===== src/rtl/cpu_pkg.sv =====
// Shared CPU definitions: fetch geometry, NOP encoding and fetch FSM states.
package cpu_pkg;

    localparam int PC_WIDTH    = 32;
    localparam int MEM_DEPTH   = 32;
    localparam int RESET_PC    = 0;
    localparam int COUNT_WIDTH = 32;

    localparam logic [31:0] NOP_INSTR = 32'h0000_0000;

    typedef enum logic {
        S_RUN,
        S_FAULT
    } fetch_state_t;

endpackage


===== src/rtl/fetch_unit.sv =====
// PC and fetch control: drives the instruction memory address, tags returned
// words with their PC, and handles stall, redirect and out-of-range fetches.
module fetch_unit #(
    parameter int PC_WIDTH    = cpu_pkg::PC_WIDTH,
    parameter int RESET_PC    = cpu_pkg::RESET_PC,
    parameter int MEM_DEPTH   = cpu_pkg::MEM_DEPTH,
    parameter int COUNT_WIDTH = cpu_pkg::COUNT_WIDTH
) (
    input  logic                   clk,
    input  logic                   rst,
    input  logic                   stall_i,
    input  logic                   redirect_i,
    input  logic [PC_WIDTH-1:0]    redirect_target_i,
    input  logic [31:0]            instruction_i,
    output logic [PC_WIDTH-1:0]    pc_address_o,
    output logic [31:0]            instr_o,
    output logic [PC_WIDTH-1:0]    instr_pc_o,
    output logic                   instr_valid_o,
    output logic                   fetch_fault_o,
    output logic [COUNT_WIDTH-1:0] fetch_count_o
);
    import cpu_pkg::*;

    localparam logic [PC_WIDTH-1:0] START_PC = PC_WIDTH'(RESET_PC);
    localparam logic [PC_WIDTH-1:0] LAST_PC  = PC_WIDTH'(MEM_DEPTH - 1);

    logic [PC_WIDTH-1:0]    pc_q, pc_d;
    logic [PC_WIDTH-1:0]    tag_q, tag_d;
    logic                   valid_q, valid_d;
    fetch_state_t           state_q, state_d;
    logic [COUNT_WIDTH-1:0] count_q, count_d;
    logic                   in_range;

    // A stall replays the presented address so memory returns the same word.
    assign pc_address_o = (stall_i & ~redirect_i & (state_q == S_RUN))
                        ? tag_q : pc_q;
    assign in_range     = (pc_address_o <= LAST_PC);

    assign instr_o       = instruction_i;
    assign instr_pc_o    = tag_q;
    assign instr_valid_o = valid_q;
    assign fetch_fault_o = (state_q == S_FAULT);
    assign fetch_count_o = count_q;

    always_comb begin
        pc_d    = pc_q;
        tag_d   = tag_q;
        valid_d = 1'b0;
        state_d = state_q;
        count_d = count_q;
        if (valid_q & ~stall_i & ~redirect_i) begin
            count_d = count_q + 1'b1;
        end
        unique case (state_q)
            S_RUN: begin
                tag_d   = pc_address_o;
                valid_d = ~redirect_i & in_range;
                // Freeze on the faulting address so it stays visible.
                if (!in_range) begin
                    state_d = S_FAULT;
                    pc_d    = pc_address_o;
                end else if (redirect_i) begin
                    pc_d = redirect_target_i;
                end else if (!stall_i) begin
                    pc_d = pc_q + 1'b1;
                end
            end
            S_FAULT: begin
                valid_d = 1'b0;
            end
        endcase
    end

    always_ff @(posedge clk) begin
        if (rst) begin
            pc_q    <= START_PC;
            tag_q   <= START_PC;
            valid_q <= 1'b0;
            state_q <= S_RUN;
            count_q <= '0;
        end else begin
            pc_q    <= pc_d;
            tag_q   <= tag_d;
            valid_q <= valid_d;
            state_q <= state_d;
            count_q <= count_d;
        end
    end

endmodule


===== config.mk =====
export PLATFORM = sky130hd
export DESIGN_NAME = fetch_unit
export DESIGN_NICKNAME = d
export VERILOG_FILES = /design/src/rtl/cpu_pkg.sv /design/src/rtl/fetch_unit.sv
export SDC_FILE = /design/constraint.sdc
export NUM_CORES = 1
export LEC_CHECK = 0
export CORE_MARGIN = 1
export CORE_UTILIZATION = 35
export CTS_CLUSTER_DIAMETER = 40
export DETAILED_ROUTE_END_ITERATION = 7
export PLACE_DENSITY = 0.69
export SETUP_SLACK_MARGIN = 0.5
export SYNTH_ARGS = -nofsm -noshare
export SYNTH_HDL_FRONTEND = slang
export SYNTH_SLANG_ARGS = --single-unit

===== constraint.sdc =====
create_clock -name clk -period 5 [get_ports clk]
set_input_delay 0.75 -clock clk [delete_from_list [all_inputs] [get_ports clk]]
set_output_delay 0.75 -clock clk [all_outputs]
set_load 0.01 [all_outputs]

==> summary.txt <==
Synthesis
  • Distinct cells, synth: 51
  • Register bit count reported by yosys: between 90 and 100
  • Synthesized area: 5890 µm²
  • Largest family of logic cells by synthesized area: simple AND/OR/NAND/NOR gates
  • Post-Synth Adder-Cell Area: 0.425%
  • Syn avg cell area: 7.85 µm²
  • Mux share of post-synthesis cell area: about 3.4%
  • Synth warnings: 0
  • Register area share after synthesis: 33.3%
  • Post-synth top flop: dfxtp_1
  • Post-synthesis net count: between 800 and 900
  • Number of synthesized flops with an enable pin: 0
  • Asr flop ratio synth: 0%
  • Syn Inst Count: 751
  • XOR/XNOR Fraction of Synth Area: 8.17%
  • Post-synthesis compound-gate area fraction: 17.9%
  • Synth Area in Simple Gates: 26.7%

Placed design
  • Post-DP HPWL: 12.2 mm
  • Routability cong.: 0.866
  • Dpl ws: 1.15 ns
  • Buffers on Ports: approximately 130
  • Area after DPL: roughly 7100 µm²

GRT
  • Gr busiest metal: met2
  • Initial antenna violation count: 0
  • Met2 Usage GRT: 31.4%
  • GRT met1 Usage: 29.1%
  • Met3 usage: 3.15%
  • Global-route wire length before repair: 28.4 mm
  • Tot GR Track Use: between 20 and 25%
  • Grt total ovfl: 0
  • Pin count of the biggest net entering global routing: 63
  • Vias in the first global route: ~5.2k

Floorplanning
  • Io pins: 198
  • Cell Rows: 47
  • Die width: about 130 µm
  • Initial Utilization: 35.7%
  • Die H: approximately 130 µm
  • Die ar.: roughly 17,000 µm²
  • Core area: 16,500 µm²

Timing
  • Setup TNS: 0 ns
  • Final WS setup: between 1 and 1.5 ns
  • Post-route minimum period: 3.86 ns
  • RSZ-0062 raised after global routing: no
  • Worst clock skew: 0.0108 ns
  • Worst slew margin: 22.8%
  • Final setup fails: 0
  • Worst-Margin Slew: 1.15 ns
  • Fin. Hold Viols: 0
  • Slew Limit Fails: 0
  • Crit share post-route: 77.3%
  • Max Fclk: ~260 MHz

Pwr
  • VDD IR-drop max: between 0.15 and 0.2 mV
  • PD cells: 277 nW/µm²
  • Leak: ~2.7 nW

Detailed routing
  • Vias per inst: 5.41
  • Post-DR wirelength/cell: approximately 17 µm
  • Initial DRT Pass Iterations: 6
  • DRC viols: 0
  • Total Wirelength: 17.7 mm
  • Via count: 5,627
  • Initial drt markers: 452
  • Antenna-violating nets left: 0

Worst setup path
  • Max stage delay on crit path: 0.61 ns
  • Slowest stage cell, crit path: or3b_1
  • Reg2reg end: pc_q[13]
  • Cells on worst reg2reg path: 7
  • Startpoint types: input port
  • Crit. Startpoint: stall_i
  • Crit path DAT: 3.11 ns
  • Worst R2R Setup Slack: roughly 1.7 ns
  • Crit Reg-Reg Startpoint: fetch_fault_o
  • Worst-path fanout max: 14
  • Critical path class: input port to output pin
  • CP endpoint kind: output pin
  • Worst endpoint required time: 4.25 ns
  • Crit path to: pc_address_o[16]
  • Crit-path cells: clkdlybuf4s50_1, or3b_1, buf_4, mux2i_1, inv_1, clkdlybuf4s50_1
  • Most used cell, CP: clkdlybuf4s50_1

CTS
  • Number of setup buffers added after CTS: 0
  • Hold_buf cts: 0
  • CTS Buf Count: 9
  • CTS Buffer Depth: 2
  • Clock slew at reported path FFs: 0.07 ns
  • Cts repair resizes: 0
  • Clk Latency, worst-skew pair: 0.35 ns
  • CTS tree: yes
  • Clock Sinks: 98
  • CTS root buffer: clkbuf_16
  • H-tree levels: 3

Worst hold path
  • Hold crit path type: register to register

Layout
  • Antenna diode count: 0
  • Filler instances: 1,634
  • Final-stage net count: between 800 and 900
  • Fin util: between 40 and 50%
  • Area Overhead vs Synth: 26.3%
  • Layout cells sized above 1: 7.55%
  • Final Cell Area: between 7000 and 8000 µm²

Run status
  • Outcome: finished clean

Job
  • Max Cap Viol: 0
## worst min-delay path by stage
stage | start | end | slack [ns] | cells after the start
after floorplan | pc_q[26] | instr_pc_o[26] | 0.45 | 2
after global placement | instr_pc_o[2] | instr_pc_o[2] | 0.47 | 2
after detailed placement | instr_pc_o[0] | instr_pc_o[0] | 0.47 | 2
after CTS | instr_pc_o[3] | instr_pc_o[3] | 0.49 | 2
after global routing | instr_pc_o[5] | instr_pc_o[5] | 0.51 | 2
final | instr_pc_o[3] | instr_pc_o[3] | 0.49 | 2
## registers in the layout, indices dropped and copies added, names as in the netlist
| signal | cells |
|---|---|
| instr_pc_o | 32 |
| pc_q | 32 |
| instr_valid_o | 1 |
| fetch_fault_o | 1 |
| fetch_count_o | 32 |
## through the flow
stage / power [mW] / hold WS, ns / std cells
3_5_place_dp: 1.21 / 0.474 / 1025
5_1_grt: 2.13 / 0.514 / 1041
6_report: 2.06 / 0.489 / 1041
4_1_cts: 2.07 / 0.488 / 1041
2_1_floorplan: 1.09 / 0.453 / 751
3_3_place_gp: 1.21 / 0.468 / 1025
## critical path: cells and delay by family
family	cells	cell delay (ns)
simple gates	1	0.61
mux	1	0.29
buf+inv	4	1.45
## cell usage in the layout, fill, tap and decap left out, types with 8 or more instances in the layout
| cell | Yosys | layout |
|---|---|---|
| nand2_1 | 131 | 131 |
| clkdlybuf4s50_1 | 0 | 131 |
| dfxtp_1 | 98 | 98 |
| a21oi_1 | 67 | 67 |
| nor2_1 | 41 | 41 |
| xor2_1 | 39 | 39 |
| nand3_1 | 34 | 34 |
| inv_1 | 28 | 28 |
| o211ai_1 | 22 | 22 |
| nor4_1 | 21 | 21 |
| nand2b_1 | 21 | 21 |
| mux2i_1 | 18 | 18 |
| o21ai_0 | 16 | 16 |
| xnor2_1 | 16 | 16 |
| a311oi_2 | 16 | 16 |
| nand4_1 | 12 | 12 |
| buf_4 | 34 | 10 |
| and3_1 | 9 | 9 |
| clkbuf_16 | 0 | 9 |
| and4_1 | 8 | 8 |
## cells by family after synthesis
| kind of cell | count (synthesis) |
|---|---|
| xor gates and xnor gates | 55 |
| DFF | 98 |
| and+or+nand+nor | 313 |
| buffers and inverters | 117 |
| muxes | 20 |
| adders and majority gates | 2 |
| AOI/OAI and AO/OA | 146 |
## per-layer routing
| layer | share of wire (%) | wire length, µm |
|---|---|---|
| met5 | 0 | 0 |
| met4 | 1.0 | 185 |
| met3 | 7.1 | 1250 |
| met2 | 45 | 8010 |
| met1 | 47 | 8260 |
## area by class of cell
class / count / area [µm²] / area share, %
well taps: 220 / 275 / 3.70
clock inverters: 5 / 125 / 1.68
repair buffers: 142 / 1390 / 18.7
clock buffers: 11 / 243 / 3.26
multi-input cells: 536 / 3340 / 44.8
flip-flops and latches: 98 / 1960 / 26.4
inverters: 29 / 109 / 1.46
## Yosys cell counts, types with 5 or more instances
library cell / count / share of area [%]
a211oi_1: 5 / 0.64
a21oi_1: 67 / 5.7
a311oi_2: 16 / 4.1
and2_1: 7 / 0.74
and3_1: 9 / 0.96
and4_1: 8 / 1.2
buf_1: 6 / 0.38
buf_4: 34 / 4.3
clkbuf_1: 41 / 2.6
dfxtp_1: 98 / 33
inv_1: 28 / 1.8
mux2i_1: 18 / 3.1
nand2_1: 131 / 8.3
nand2b_1: 21 / 2.2
nand3_1: 34 / 2.9
nand4_1: 12 / 1.3
nor2_1: 41 / 2.6
nor3_1: 5 / 0.42
nor4_1: 21 / 2.2
o211ai_1: 22 / 2.8
o21ai_0: 16 / 1.4
or3_1: 6 / 0.64
xnor2_1: 16 / 2.4
xor2_1: 39 / 5.8
## power breakdown
group	internal [mW]	switching, mW	total, mW
clock network	0.553	0.312	0.866
logic	0.152	0.171	0.323
registers	0.812	0.0606	0.873
total	1.52	0.544	2.06
(Power assumes the default switching activity.)
